$ cat src/rtl/id_stage_if.sv
// Fetch-to-decode handshake: instruction word, its PC and valid/ready.
interface id_stage_if #(
  parameter int XLEN = 32
);
  logic            IF_VALID;
  logic [31:0]     IF_INSTR;
  logic [XLEN-1:0] IF_PC;
  logic            ID_READY;

  modport master (output IF_VALID, IF_INSTR, IF_PC, input ID_READY);
  modport slave  (input IF_VALID, IF_INSTR, IF_PC, output ID_READY);
endinterface

$ cat src/rtl/id_stage.sv
// Instruction decode / operand fetch: field split, immediate generation,
// register scoreboard with RAW stall, and the ID/EX pipeline register.
module id_stage #(
  parameter int XLEN = 32,
  parameter int NREG = 32
) (
  input  logic            CLK,
  input  logic            RST,
  id_stage_if.slave       fetch,
  output logic [4:0]      RS1_ADDR,
  output logic [4:0]      RS2_ADDR,
  input  logic [XLEN-1:0] RS1_DATA,
  input  logic [XLEN-1:0] RS2_DATA,
  input  logic            WB_VALID,
  input  logic [4:0]      WB_RD,
  input  logic            FLUSH,
  input  logic            EX_READY,
  output logic            EX_VALID,
  output logic [5:0]      EX_OPC,
  output logic [4:0]      EX_RD,
  output logic            EX_WB_EN,
  output logic [XLEN-1:0] EX_RS1_VAL,
  output logic [XLEN-1:0] EX_RS2_VAL,
  output logic [XLEN-1:0] EX_IMM,
  output logic [XLEN-1:0] EX_PC,
  output logic            ILLEGAL
);

  typedef enum logic [5:0] {
    OP_NOP   = 6'd0,  OP_ADD  = 6'd1,  OP_SUB  = 6'd2,  OP_STORE = 6'd3,
    OP_LOAD  = 6'd4,  OP_MOVE = 6'd5,  OP_SGE  = 6'd6,  OP_SGT   = 6'd7,
    OP_SLE   = 6'd8,  OP_SLT  = 6'd9,  OP_SEQ  = 6'd10, OP_SNE   = 6'd11,
    OP_AND   = 6'd12, OP_OR   = 6'd13, OP_XOR  = 6'd14, OP_NOT   = 6'd15,
    OP_MOVEI = 6'd16, OP_SLI  = 6'd17, OP_SRI  = 6'd18, OP_ADDI  = 6'd19,
    OP_SUBI  = 6'd20, OP_JUMP = 6'd21, OP_BRA  = 6'd22
  } opcode_e;

  logic [5:0]      op;
  logic [4:0]      rd, rs1, rs2;
  logic [15:0]     imm16;
  logic [25:0]     tgt26;
  logic [5:0]      dec_opc;
  logic            use_rs1, use_rs2, rs2_is_rd, dec_wb, illegal;
  logic [XLEN-1:0] dec_imm, sext16;
  logic            wb_en, hazard, accept;
  logic [NREG-1:0] busy, busy_nxt;

  assign op     = fetch.IF_INSTR[31:26];
  assign rd     = fetch.IF_INSTR[25:21];
  assign rs1    = fetch.IF_INSTR[20:16];
  assign rs2    = fetch.IF_INSTR[15:11];
  assign imm16  = fetch.IF_INSTR[15:0];
  assign tgt26  = fetch.IF_INSTR[25:0];
  assign sext16 = {{(XLEN-16){imm16[15]}}, imm16};

  always_comb begin
    dec_opc   = op;
    use_rs1   = 1'b0;
    use_rs2   = 1'b0;
    rs2_is_rd = 1'b0;
    dec_wb    = 1'b0;
    dec_imm   = '0;
    illegal   = 1'b0;
    case (opcode_e'(op))
      OP_NOP: ;
      OP_ADD, OP_SUB, OP_SGE, OP_SGT, OP_SLE, OP_SLT, OP_SEQ, OP_SNE,
      OP_AND, OP_OR, OP_XOR: begin
        use_rs1 = 1'b1;
        use_rs2 = 1'b1;
        dec_wb  = 1'b1;
      end
      OP_MOVE, OP_NOT: begin
        use_rs1 = 1'b1;
        dec_wb  = 1'b1;
      end
      // Store data comes from the rd field through read port 2.
      OP_STORE: begin
        use_rs1   = 1'b1;
        use_rs2   = 1'b1;
        rs2_is_rd = 1'b1;
        dec_imm   = sext16;
      end
      OP_LOAD, OP_ADDI, OP_SUBI: begin
        use_rs1 = 1'b1;
        dec_wb  = 1'b1;
        dec_imm = sext16;
      end
      OP_MOVEI: begin
        dec_wb  = 1'b1;
        dec_imm = sext16;
      end
      OP_SLI, OP_SRI: begin
        use_rs1 = 1'b1;
        dec_wb  = 1'b1;
        dec_imm = {{(XLEN-5){1'b0}}, imm16[4:0]};
      end
      OP_JUMP: dec_imm = {{(XLEN-26){1'b0}}, tgt26};
      OP_BRA: begin
        use_rs1 = 1'b1;
        dec_imm = sext16;
      end
      default: begin
        dec_opc = '0;
        illegal = 1'b1;
      end
    endcase
  end

  assign RS1_ADDR = use_rs1 ? rs1 : '0;
  assign RS2_ADDR = use_rs2 ? (rs2_is_rd ? rd : rs2) : '0;
  assign wb_en    = dec_wb & (rd != '0);

  // Unused ports read address 0, which is never busy, so no extra gating.
  assign hazard         = busy[RS1_ADDR] | busy[RS2_ADDR];
  assign fetch.ID_READY = !RST && !FLUSH && !hazard && (!EX_VALID || EX_READY);
  assign accept         = fetch.IF_VALID & fetch.ID_READY;

  always_comb begin
    busy_nxt = busy;
    if (WB_VALID)
      busy_nxt[WB_RD] = 1'b0;
    if (FLUSH && EX_VALID && EX_WB_EN)
      busy_nxt[EX_RD] = 1'b0;
    // Applied last so a same-cycle set beats a writeback clear.
    if (accept && wb_en)
      busy_nxt[rd] = 1'b1;
    busy_nxt[0] = 1'b0;
  end

  always_ff @(posedge CLK) begin
    if (RST)
      busy <= '0;
    else
      busy <= busy_nxt;
  end

  always_ff @(posedge CLK) begin
    if (RST) begin
      EX_VALID   <= 1'b0;
      EX_OPC     <= '0;
      EX_RD      <= '0;
      EX_WB_EN   <= 1'b0;
      EX_RS1_VAL <= '0;
      EX_RS2_VAL <= '0;
      EX_IMM     <= '0;
      EX_PC      <= '0;
      ILLEGAL    <= 1'b0;
    end else begin
      ILLEGAL <= accept & illegal;
      if (FLUSH) begin
        EX_VALID <= 1'b0;
      end else if (accept) begin
        EX_VALID   <= 1'b1;
        EX_OPC     <= dec_opc;
        EX_RD      <= rd;
        EX_WB_EN   <= wb_en;
        EX_RS1_VAL <= RS1_DATA;
        EX_RS2_VAL <= RS2_DATA;
        EX_IMM     <= dec_imm;
        EX_PC      <= fetch.IF_PC;
      end else if (EX_READY) begin
        EX_VALID <= 1'b0;
      end
    end
  end

endmodule

$ cat src/flat_wrapper.sv
// flat-port wrapper written by rule: the top's interface ports become plain ports
module id_stage_flat 
#(
  parameter int XLEN = 32,
  parameter int NREG = 32
)
  (CLK, RST, RS1_ADDR, RS2_ADDR, RS1_DATA, RS2_DATA, WB_VALID, WB_RD, FLUSH, EX_READY, EX_VALID, EX_OPC, EX_RD, EX_WB_EN, EX_RS1_VAL, EX_RS2_VAL, EX_IMM, EX_PC, ILLEGAL, fetch_IF_VALID, fetch_IF_INSTR, fetch_IF_PC, fetch_ID_READY);
  id_stage_if #(.XLEN(XLEN)) fetch_i ();
  input  logic CLK;
  input  logic RST;
  output logic [4:0] RS1_ADDR;
  output logic [4:0] RS2_ADDR;
  input  logic [XLEN-1:0] RS1_DATA;
  input  logic [XLEN-1:0] RS2_DATA;
  input  logic WB_VALID;
  input  logic [4:0] WB_RD;
  input  logic FLUSH;
  input  logic EX_READY;
  output logic EX_VALID;
  output logic [5:0] EX_OPC;
  output logic [4:0] EX_RD;
  output logic EX_WB_EN;
  output logic [XLEN-1:0] EX_RS1_VAL;
  output logic [XLEN-1:0] EX_RS2_VAL;
  output logic [XLEN-1:0] EX_IMM;
  output logic [XLEN-1:0] EX_PC;
  output logic ILLEGAL;
  input wire logic [$bits(fetch_i.IF_VALID)-1:0] fetch_IF_VALID;
  input wire logic [$bits(fetch_i.IF_INSTR)-1:0] fetch_IF_INSTR;
  input wire logic [$bits(fetch_i.IF_PC)-1:0] fetch_IF_PC;
  output wire logic [$bits(fetch_i.ID_READY)-1:0] fetch_ID_READY;
  assign fetch_i.IF_VALID = fetch_IF_VALID;
  assign fetch_i.IF_INSTR = fetch_IF_INSTR;
  assign fetch_i.IF_PC = fetch_IF_PC;
  assign fetch_ID_READY = fetch_i.ID_READY;
  id_stage #(.XLEN(XLEN), .NREG(NREG)) u_core (.CLK(CLK), .RST(RST), .fetch(fetch_i), .RS1_ADDR(RS1_ADDR), .RS2_ADDR(RS2_ADDR), .RS1_DATA(RS1_DATA), .RS2_DATA(RS2_DATA), .WB_VALID(WB_VALID), .WB_RD(WB_RD), .FLUSH(FLUSH), .EX_READY(EX_READY), .EX_VALID(EX_VALID), .EX_OPC(EX_OPC), .EX_RD(EX_RD), .EX_WB_EN(EX_WB_EN), .EX_RS1_VAL(EX_RS1_VAL), .EX_RS2_VAL(EX_RS2_VAL), .EX_IMM(EX_IMM), .EX_PC(EX_PC), .ILLEGAL(ILLEGAL));
endmodule
$ cat config.mk
export PLATFORM = sky130hd
export DESIGN_NAME = id_stage_flat
export DESIGN_NICKNAME = d
export VERILOG_FILES = /design/src/rtl/id_stage_if.sv /design/src/rtl/id_stage.sv /design/src/flat_wrapper.sv
export SDC_FILE = /design/constraint.sdc
export NUM_CORES = 1
export LEC_CHECK = 0
export ABC_CLOCK_PERIOD_IN_PS = 4900
export CORE_ASPECT_RATIO = 1.25
export CORE_MARGIN = 10
export CORE_UTILIZATION = 51
export CTS_BUF_LIST = sky130_fd_sc_hd__clkbuf_2 sky130_fd_sc_hd__clkbuf_4 sky130_fd_sc_hd__clkbuf_8
export DETAILED_ROUTE_END_ITERATION = 10
export GPL_TIMING_DRIVEN = 1
export MAX_ROUTING_LAYER = met4
export PLACE_DENSITY_LB_ADDON = 0.2
export SLEW_MARGIN = 15
export SYNTH_ARGS = -nofsm -noshare
export SYNTH_HDL_FRONTEND = slang
export SYNTH_SLANG_ARGS = --single-unit
$ cat constraint.sdc
create_clock -name CLK -period 4.9 [get_ports CLK]
set_clock_uncertainty 0.05 [all_clocks]
set_input_delay 0.735 -clock CLK [delete_from_list [all_inputs] [get_ports CLK]]
set_output_delay 0.735 -clock CLK [all_outputs]
set_load 0.01 [all_outputs]
# Word-level counts from Yosys, hierarchy flattened
# Cells that the tools add are included.
op_classes:
  magnitude_cmp: 8
  eq_ne: 22
  mux: 25
  bitwise: 10
  reduce_logical: 25
ops:
  columns: ["operator", "count"]
  rows:
  - ["two-way mux 32 bit", 3]
  - ["case mux 32 bit (3 select lines)", 1]
  - ["AND 32 bit", 2]
  - ["inverter 32 bit", 2]
  - ["== test 6 x 4 -> 1 bit (second input constant)", 8]
  - ["== test 6 x 5 -> 1 bit (second input constant)", 7]
  - ["OR 32 bit", 1]
  - ["< comparator 5 x 6 -> 1 bit (second input constant)", 5]
  - ["== test 6 x 3 -> 1 bit (second input constant)", 4]
  - ["OR reduction 23 bit", 1]
  - ["OR reduction 20 bit", 1]
  - ["OR reduction 19 bit", 1]
  - ["demux 1 bit (select 5 bit)", 3]
  - [">= comparator 5 x 1 -> 1 bit (second input constant)", 3]
  - ["two-way mux 5 bit", 3]
  - ["== test 6 x 2 -> 1 bit (second input constant)", 2]
  - ["two-way mux 1 bit", 12]
  - ["OR reduction 12 bit", 1]
  - ["binary-select mux 1 bit (select 5 bit)", 2]
  - ["logical AND 1 bit", 9]
  - ["== test 6 x 1 -> 1 bit (second input constant)", 1]
  - ["zero test 6 bit", 1]
  - ["two-way mux 6 bit", 1]
  - ["OR reduction 6 bit", 1]
  - ["other kinds (9)", 15]
totals:
  register_bits: 174
  input_bits: 139
  out_inout_bits: 153

# Logic depth before layout (Yosys ltp)
# Gate-level depths: netlist of the first run.
depth:
  word_depth: 13
  ltp_mapped: 13
  mapped_depth_nobuf: 9

# Worst setup path after synthesis of the first run
# No wires, ideal clock.
synth_timing:
  kind: "input to output"
  start: "input port fetch_IF_INSTR[26]"
  end: "output port fetch_ID_READY"
  arrival_ns: 2.852
  required_ns: 4.115
  setup_slack_ns: 1.263
  path_stages: 11
  n_path_buf: 3
  path_cell_list: "buf_2 > nand4bb_1 > buf_4 > mux2i_4 > nand2b_2 > inv_2 > or4_1 > o31a_1 > o211a_2 > and2_1 > buf_2"
synth_via:
  elab_chain_cells: 10
  elab_cells_between_ends: 36
  classes_between: "eq/ne: 20; mux: 10; bitwise: 1; reduce/logical: 5"
synth_rtl:
  columns: ["item", "line_no", "rtl"]
  rows:
  - ["from (decl)", "flat_wrapper.sv:29", "input wire logic [$bits(fetch_i.IF_INSTR)-1:0] fetch_IF_INSTR;"]
  - ["== test 6 x 1 -> 1 bit, or another cell as far along", "id_stage.sv:64", "case (opcode_e'(op))"]
  - ["OR reduction 12 bit (no line) or two-way mux 1 bit (tied branches)", null, null]
  - ["two-way mux 1 bit or two-way mux 5 bit (tied branches)", "id_stage.sv:64, id_stage.sv:110", null]
  - ["two-way mux 5 bit (*)", "id_stage.sv:110", "assign RS2_ADDR = use_rs2 ? (rs2_is_rd ? rd : rs2) : '0;"]
  - ["named net RS2_ADDR[1]", "flat_wrapper.sv:12", "output logic [4:0] RS2_ADDR;"]
  - ["binary-select mux 1 bit (select 5 bit) (*)", "id_stage.sv:114", "assign hazard = busy[RS1_ADDR] | busy[RS2_ADDR];"]
  - ["two-way mux 1 bit (implied by the code) (*)", "id_stage.sv:114", null]
  - ["OR 1 bit (*)", "id_stage.sv:114", null]
  - ["zero test 1 bit (*)", "id_stage.sv:115", "assign fetch.ID_READY = !RST && !FLUSH && !hazard && (!EX_VALID || EX_READY);"]
  - ["logical AND 1 bit (*) (2 in a row)", "id_stage.sv:115", null]
  - ["to (decl)", "flat_wrapper.sv:31", "output wire logic [$bits(fetch_i.ID_READY)-1:0] fetch_ID_READY;"]
# The timed path passes the listed nets; every way through them passes the cells marked *. The select of a mux whose other input is x is not followed.

# Worst setup path in the final report of the first run
layout_timing:
  start: "input port fetch_IF_INSTR[29]"
  end: "output port fetch_ID_READY"
layout_via:
  elab_chain_cells: 10
  elab_cells_between_ends: 36
  classes_between: "eq/ne: 20; mux: 10; bitwise: 1; reduce/logical: 5"
layout_rtl:
  columns: ["item", "line_no"]
  rows:
  - ["== test 6 x 1 -> 1 bit, or another cell as far along", "id_stage.sv:64"]
  - ["OR reduction 20 bit (no line), or another cell as far along", null]
  - ["two-way mux 1 bit or two-way mux 5 bit (tied branches)", "id_stage.sv:64, id_stage.sv:110"]
  - ["two-way mux 5 bit, on equally long branches", "id_stage.sv:109, id_stage.sv:110"]
  - ["binary-select mux 1 bit (select 5 bit)", "id_stage.sv:114"]
  - ["two-way mux 1 bit (implied by the code)", "id_stage.sv:114"]
  - ["OR 1 bit (*)", "id_stage.sv:114"]
  - ["zero test 1 bit (*)", "id_stage.sv:115"]
  - ["logical AND 1 bit (*) (2 in a row)", "id_stage.sv:115"]
# Mark *: on every way between the ends. The rest lies on a longest branch, timed or not. The select of a mux whose other input is x is not followed.

==> results.yml, run 1 <==
yosys:
  async_flop_share_pct: 0
  syn-cell-area_um2: 8760
  synth-compound-area-share_pct: 12.3
  synthTopCellsByArea: "dfxtp_1 (38%), mux2_4 (9.3%), nor2b_1 (8.8%)"
  synth_top_area_share_pct: 38.4
  synth_xor_area_share_pct: 0
  syn_area_per_cell_um2: 9.77
  seq_area_frac_synth_pct: 38.4
  synth_cells: 896
  synth_cell_types: 65
  yosys.area_share.simple_pct: 22.6
  synthMuxAreaShare_pct: 20.9
  synth_edf_count: 0
  yosys_warnings: 0
  yosysTopAreaCell: "dfxtp_1"
  synth_top_family_by_area: "simple AND/OR/NAND/NOR gates"
  synth-main-ff-cell: "dfxtp_1"
  syn_nets: 1035
  synth_fa_ha_area_share_pct: 0
  synth_seq_cells: 168
critical_path:
  cp_data_required_time_ns: 4.12
  worstPathArrival_ns: 3.86
  worstSetupPathType: "input port to output port"
  cp-start-kind: "input port"
  crit_fanout: 10
  r2r_slack_ns: 2.00
  endpoint_kind: "output port"
clocking:
  cts_tree: "done"
  h-tree-depth: 4
  cts-buffers-inserted: 17
  clock_sinks: 168
  cts_setup_buffers: 0
  clockBufferDepth: 2
  clk_latency_ns: 0.47
  ctsHoldBuffers: 0
  cts_resized: 0
  path_clk_slew_ns: 0.09
  clockRootBuffer: "clkbuf_8"
floorplanning:
  coreArea_um2: 16800
  fp.dieArea_um2: 22800
  die_h_um: 167
  start_util_pct: 52.0
  io_pins: 292
  dieWidth_um: 137
  rows: 53
run_status:
  status: "completed"
routing:
  ant_nets: 0
  vias_per_cell: 5.64
  drc: 0
  wl_per_cell_um: 21.1
  first_pass_iters: 6
  vias: 7840
  drt-initial-drc-count: 712
  drt-total-wl_um: 29300
global_routing:
  grt.met1_usage_pct: 26.4
  grt.busiest_layer: "met2"
  grtUsageTotal_pct: 25.5
  grtUsageMet3_pct: 10.2
  grt_pass1_wl_um: 44600
  antenna_found_initial: 1
  grt_max_degree: 95
  grt_pass1_vias: 7936
  met2_usage_pct: 43.1
  grt_overflow: 0
pwr:
  ir_worst_vdd_uv: 210
  p_per_area_nw_per_um2: 252
  power.leakage_nw: 4.68
sta:
  final-setup-viol-count: 0
  fin_tns_setup_ns: 0
  fmax_mhz: 215
  fin_hold_ws_ns: 0.431
  maxSlewHeadroom_pct: 35.8
  drv_slew: 0
  layout_min_cycle_time_ns: 4.64
  finalHoldViolCount: 0
  worst_pin_slew_ns: 0.955
  timing.final.crit_share_pct: 94.8
  rsz0062_at_grt: "no"
placed_design:
  dp_cells: 1360
  portBuffers: 291
  hpwl_um: 22300
  gp_routability_congestion: 0.977
  place_area_um2: 11700
cells_and_area:
  multi_input_area_um2: 4890
  final_area_um2: 12100
  finalNonFillerCells: 1391
  n_fill_cell: 1312
  seq_area_um2: 3360
  area_growth_pct: 38.0
  drive_gt1_share_pct: 15.0
  layout.nets: 1298
worst_hold_path:
  hold_class: "flop to flop"
run:
  maxCapViolations: 0
## path summary, 6_finish.rpt
| kind | cells past startpoint | start | end |
|---|---|---|---|
| hold reg to reg | 2 | u_core.EX_IMM[5]$_SDFFE_PP0P_ | u_core.EX_IMM[5]$_SDFFE_PP0P_ |
| setup / recovery | 11 | fetch_IF_INSTR[29] | fetch_ID_READY |
| hold / removal | 2 | u_core.EX_IMM[5]$_SDFFE_PP0P_ | u_core.EX_IMM[5]$_SDFFE_PP0P_ |
| setup reg to reg | 10 | u_core.busy[23]$_SDFF_PP0_ | u_core.EX_PC[11]$_SDFFE_PP0P_ |
## routing by layer
metal,up-vias,wire [µm],share of wire [%]
li1,3707,-,-
met4,0,766,2.6
met5,-,0,0
met1,3751,10900,37
met3,55,2940,10
met2,327,14800,50
## flip-flops by register name, indices dropped and copies added, names as in the netlist
name / flops
u_core.EX_IMM: 27
u_core.EX_RS2_VAL: 32
u_core.EX_WB_EN: 1
u_core.EX_OPC: 6
u_core.EX_RS1_VAL: 32
u_core.EX_RD: 5
u_core.busy: 31
u_core.EX_PC: 32
u_core.EX_VALID: 1
u_core.ILLEGAL: 1
## per-stage QoR
stage / worst slack (ns) / power [W] / util [%]
after CTS: 0.273 / 0.00306 / 71.7
final: 0.256 / 0.00304 / 71.8
after global routing: 0.139 / 0.00315 / 71.8
after detailed placement: 0.274 / 0.00211 / 69.6
after floorplan: 1.26 / 0.00179 / -
after global placement: 0.293 / 0.00211 / 69.6
## Yosys cell counts, drive strengths merged (3+ instances only)
cell,n
nand2b,36
o221ai,19
a21oi,23
clkbuf,43
nor2,32
nand3,20
nand3b,6
nand2,58
nand4,7
mux2,104
or3b,3
inv,8
or3,9
nor3b,12
o211ai,3
dfxtp,168
o31ai,31
a311oi,11
a31oi,12
nor4,3
buf,33
or2,5
nor2b,123
mux2i,33
a21o,3
mux4,5
and2,9
nor3,16
o21ai,30
## logic make-up (layout without fill, tap and decap cells)
family	count (synthesis)	after routing
buffers and inverters	84	358
and+or+nand+nor	348	348
DFF	168	168
AOI/OAI and AO/OA	154	154
muxes	142	142
other	0	1
## placed cells by master, fill, tap and decap left out, types with 11 or more instances in the layout
| cell | Yosys | layout |
|---|---|---|
| dfxtp_1 | 168 | 168 |
| a31oi_1 | 12 | 12 |
| clkbuf_8 | 0 | 19 |
| mux2_2 | 41 | 41 |
| nor3_1 | 15 | 15 |
| mux2_4 | 54 | 54 |
| o21ai_0 | 30 | 30 |
| nor2b_1 | 123 | 123 |
| o221ai_1 | 19 | 19 |
| o31ai_1 | 31 | 31 |
| buf_4 | 9 | 27 |
| nand3_1 | 19 | 19 |
| nor3b_1 | 12 | 12 |
| mux2i_1 | 32 | 32 |
| a21oi_1 | 23 | 23 |
| a311oi_1 | 11 | 11 |
| nand2b_1 | 35 | 35 |
| nor2_1 | 31 | 31 |
| clkdlybuf4s50_1 | 0 | 290 |
| nand2_1 | 58 | 58 |
## worst max-delay path, stage by stage
cell and delay [ns]:
clkdlybuf4s50_1 0.63, nand4bb_1 0.21, buf_4 0.19, mux2i_1 0.39
buf_4 0.26, nor2_1 0.06, o311ai_0 0.31, nand4_1 0.16
o211a_2 0.29, and2_1 0.15, clkdlybuf4s50_1 0.48
## power breakdown
part,internal [W],switching (W),total [W]
clock,0.000445,0.000510,0.000955
combinational,0.000354,0.000272,0.000625
sequential,0.00143,0.0000324,0.00146
total,0.00223,0.000814,0.00304
## area by class of cell
| type | instances | share of cell area (%) |
|---|---|---|
| Sequential cell | 168 | 27.8 |
| Timing Repair Buffer | 320 | 26.2 |
| Clock inverter | 7 | 0.590 |
| Multi-Input combinational cell | 644 | 40.4 |
| Inverter | 8 | 0.248 |
| Clock buffer | 23 | 2.41 |
| Tap cell | 220 | 2.28 |
| Antenna cell | 1 | 0.0207 |
No activity file was read; power rests on OpenSTA's default activity.
==> inputs of run 2 (changes only) <==
==> constraint.sdc (replaced) <==
create_clock -name CLK -period 4.9 [get_ports CLK]
set_clock_uncertainty 0.05 [all_clocks]
set_input_delay 1.47 -clock CLK [delete_from_list [all_inputs] [get_ports CLK]]
set_output_delay 1.47 -clock CLK [all_outputs]
set_load 0.01 [all_outputs]
==> run 2 against run 1 <==
First-iteration DRC count down 3.4%. Largest cell class unchanged. The flow now finishes with violations (negative setup slack). Sequential power about the same. Register-to-register slack better by 0.10 ns. Die area unchanged. Largest power group unchanged.
==> results.yml, run 2 (same netlist as run 1, synthesis figures left out) <==
run_status:
  status: "finished, violations left"
  violations: "negative setup slack"
cells_and_area:
  multi_input_area_um2: 5030
  layout.nets: 1372
  layout_common_cells: "clkdlybuf4s50_1 (274), dfxtp_1 (168), nor2b_1 (122)"
  fin_util_pct: 76.7
  top_regs: "u_core.EX_PC (32), u_core.EX_RS1_VAL (32), u_core.EX_RS2_VAL (32)"
  n_fill_cell: 1220
  final_common_cell: "clkdlybuf4s50_1"
  seq_area_um2: 3360
  area_growth_pct: 47.6
  drive_gt1_share_pct: 22.1
  final_area_um2: 12900
global_routing:
  grt_max_degree: 92
  grt_overflow: 0
  grtUsageTotal_pct: 27.2
  antenna_found_initial: 3
  grt_pass1_vias: 8602
  grt_pass1_wl_um: 47500
sta:
  fin_tns_setup_ns: -0.190
  rsz0062_at_grt: "yes"
  timing.final.crit_share_pct: 104
  layout_min_cycle_time_ns: 5.09
  final-setup-viol-count: 1
  drv_slew: 0
  fmax_mhz: 196
  setup_ws_ns: -0.190
  maxSlewHeadroom_pct: 41.0
  worst_pin_slew_ns: 0.885
  finalHoldViolCount: 0
worst_hold_path:
  hold_class: "flop to flop"
placed_design:
  hpwl_um: 23400
  place_area_um2: 12200
  gp_routability_congestion: 0.969
  portBuffers: 291
critical_path:
  cp_data_required_time_ns: 3.38
  cpMaxStageDelayCell: "or4_4"
  crit_fanout: 14
  path_buf_inv: 5
  worstPathArrival_ns: 3.57
  endpoint_kind: "output port"
  crit_top_cell: "buf_6"
  path_delay_family: "simple AND/OR/NAND/NOR gates"
  cp-start-kind: "input port"
  max_stage_delay_ns: 0.51
  worstSetupPathType: "input port to output port"
  crit_chain: "buf_6 -> buf_6 -> buf_6 -> nand4_1 -> o211ai_1 -> buf_4 -> or4_4 -> o31a_1 -> o211a_4 -> and2_4 -> buf_6"
floorplanning:
  fp.dieArea_um2: 22800
  coreArea_um2: 16800
  start_util_pct: 52.0
  die_h_um: 167
  dieWidth_um: 137
  rows: 53
  io_pins: 292
clocking:
  clock_sinks: 168
  path_clk_slew_ns: 0.09
  clk_latency_ns: 0.46
  clockBufferDepth: 2
  cts_tree: "done"
  h-tree-depth: 4
  ctsHoldBuffers: 0
  clockRootBuffer: "clkbuf_8"
  cts-buffers-inserted: 17
routing:
  drt-initial-drc-count: 688
  first_pass_iters: 5
  vias: 8337
  vias_per_cell: 5.68
  drc: 0
  drt-total-wl_um: 31400
  wl_per_cell_um: 21.4
  ant_nets: 0
pwr:
  p_per_area_nw_per_um2: 249
  power.leakage_nw: 5.22
  ir_worst_vdd_uv: 177
run:
  maxCapViolations: 0
[run 2: cell types whose count changed in the layout (fill, tap and decap cells not counted), sizes merged, moves of 3 or more]
cell | before | now
buf | 30 | 109
clkdlybuf4s50 | 290 | 274
dlygate4sd2 | 0 | 5
dlymetal6s2s | 0 | 5
inv | 9 | 13
clkbuf | 23 | 20
[run 2: repair_timing]
item                       in CTS  in global routing
resized for setup              53                 19
hold endpoints to repair        0                  0
buffers inserted               13                  3
pin swaps                      16                  6
cloned                          0                  1
setup endpoints to repair      11                  7
[run 2: power by group]
part | total (W) | switching, W | leakage, nW | internal (W)
sequential | 0.00146 | 0.0000331 | 1.37 | 0.00143
clock | 0.00107 | 0.000539 | 0.215 | 0.000530
combinational | 0.000693 | 0.000296 | 3.64 | 0.000398
[run 2: area by class of cell]
type | count | share of cell area (%)
Tap cell | 220 | 2.13
Inverter | 8 | 0.252
Timing Repair Buffer | 394 | 29.4
Clock inverter | 13 | 1.28
Multi-Input combinational cell | 644 | 38.9
Antenna cell | 3 | 0.0581
Clock buffer | 19 | 1.97
Sequential cell | 168 | 26.0
[run 2: routing by layer]
metal  share of wire [%]  global-route usage (%)
met3                  10                    10.8
met5                   0                       -
met4                 3.4                    9.73
met1                  35                    26.9
met2                  51                    46.9
[run 2: worst register-to-register path, cell delays in order, from the launching register on]
cell and delay [ns]:
dfxtp_1 0.36, mux4_2 0.49, o221ai_1 0.18, nand3b_1 0.10, o2111ai_1 0.13, a32oi_1 0.12, nor3_2 0.22, buf_4 0.22
nand3_4 0.16, buf_12 0.19, buf_12 0.15, mux2_1 0.31
[run 2: through the flow]
step | hold slack (ns) | power, W | cells | worst slack (ns)
CTS | 0.434 | 0.00323 | 1462 | -0.154
detailed placement | 0.419 | 0.00216 | 1417 | -0.963
global placement | 0.411 | 0.00215 | 1417 | -0.953
finish | 0.428 | 0.00322 | 1469 | -0.190
floorplan | 0.446 | 0.00180 | 896 | -0.0356
global route | 0.454 | 0.00334 | 1469 | -0.200
[run 2: path summary, 6_finish.rpt]
| kind | slack, ns | cells past startpoint | startpoint | to |
|---|---|---|---|---|
| max | -0.19 | 11 | fetch_IF_INSTR[28] | fetch_ID_READY |
| min | 0.43 | 2 | u_core.EX_IMM[8]$_SDFFE_PP0P_ | u_core.EX_IMM[8]$_SDFFE_PP0P_ |
| max reg2reg | 2.10 | 11 | u_core.busy[23]$_SDFF_PP0_ | u_core.EX_RS2_VAL[21]$_SDFFE_PP0P_ |
| min reg2reg | 0.43 | 2 | u_core.EX_IMM[8]$_SDFFE_PP0P_ | u_core.EX_IMM[8]$_SDFFE_PP0P_ |
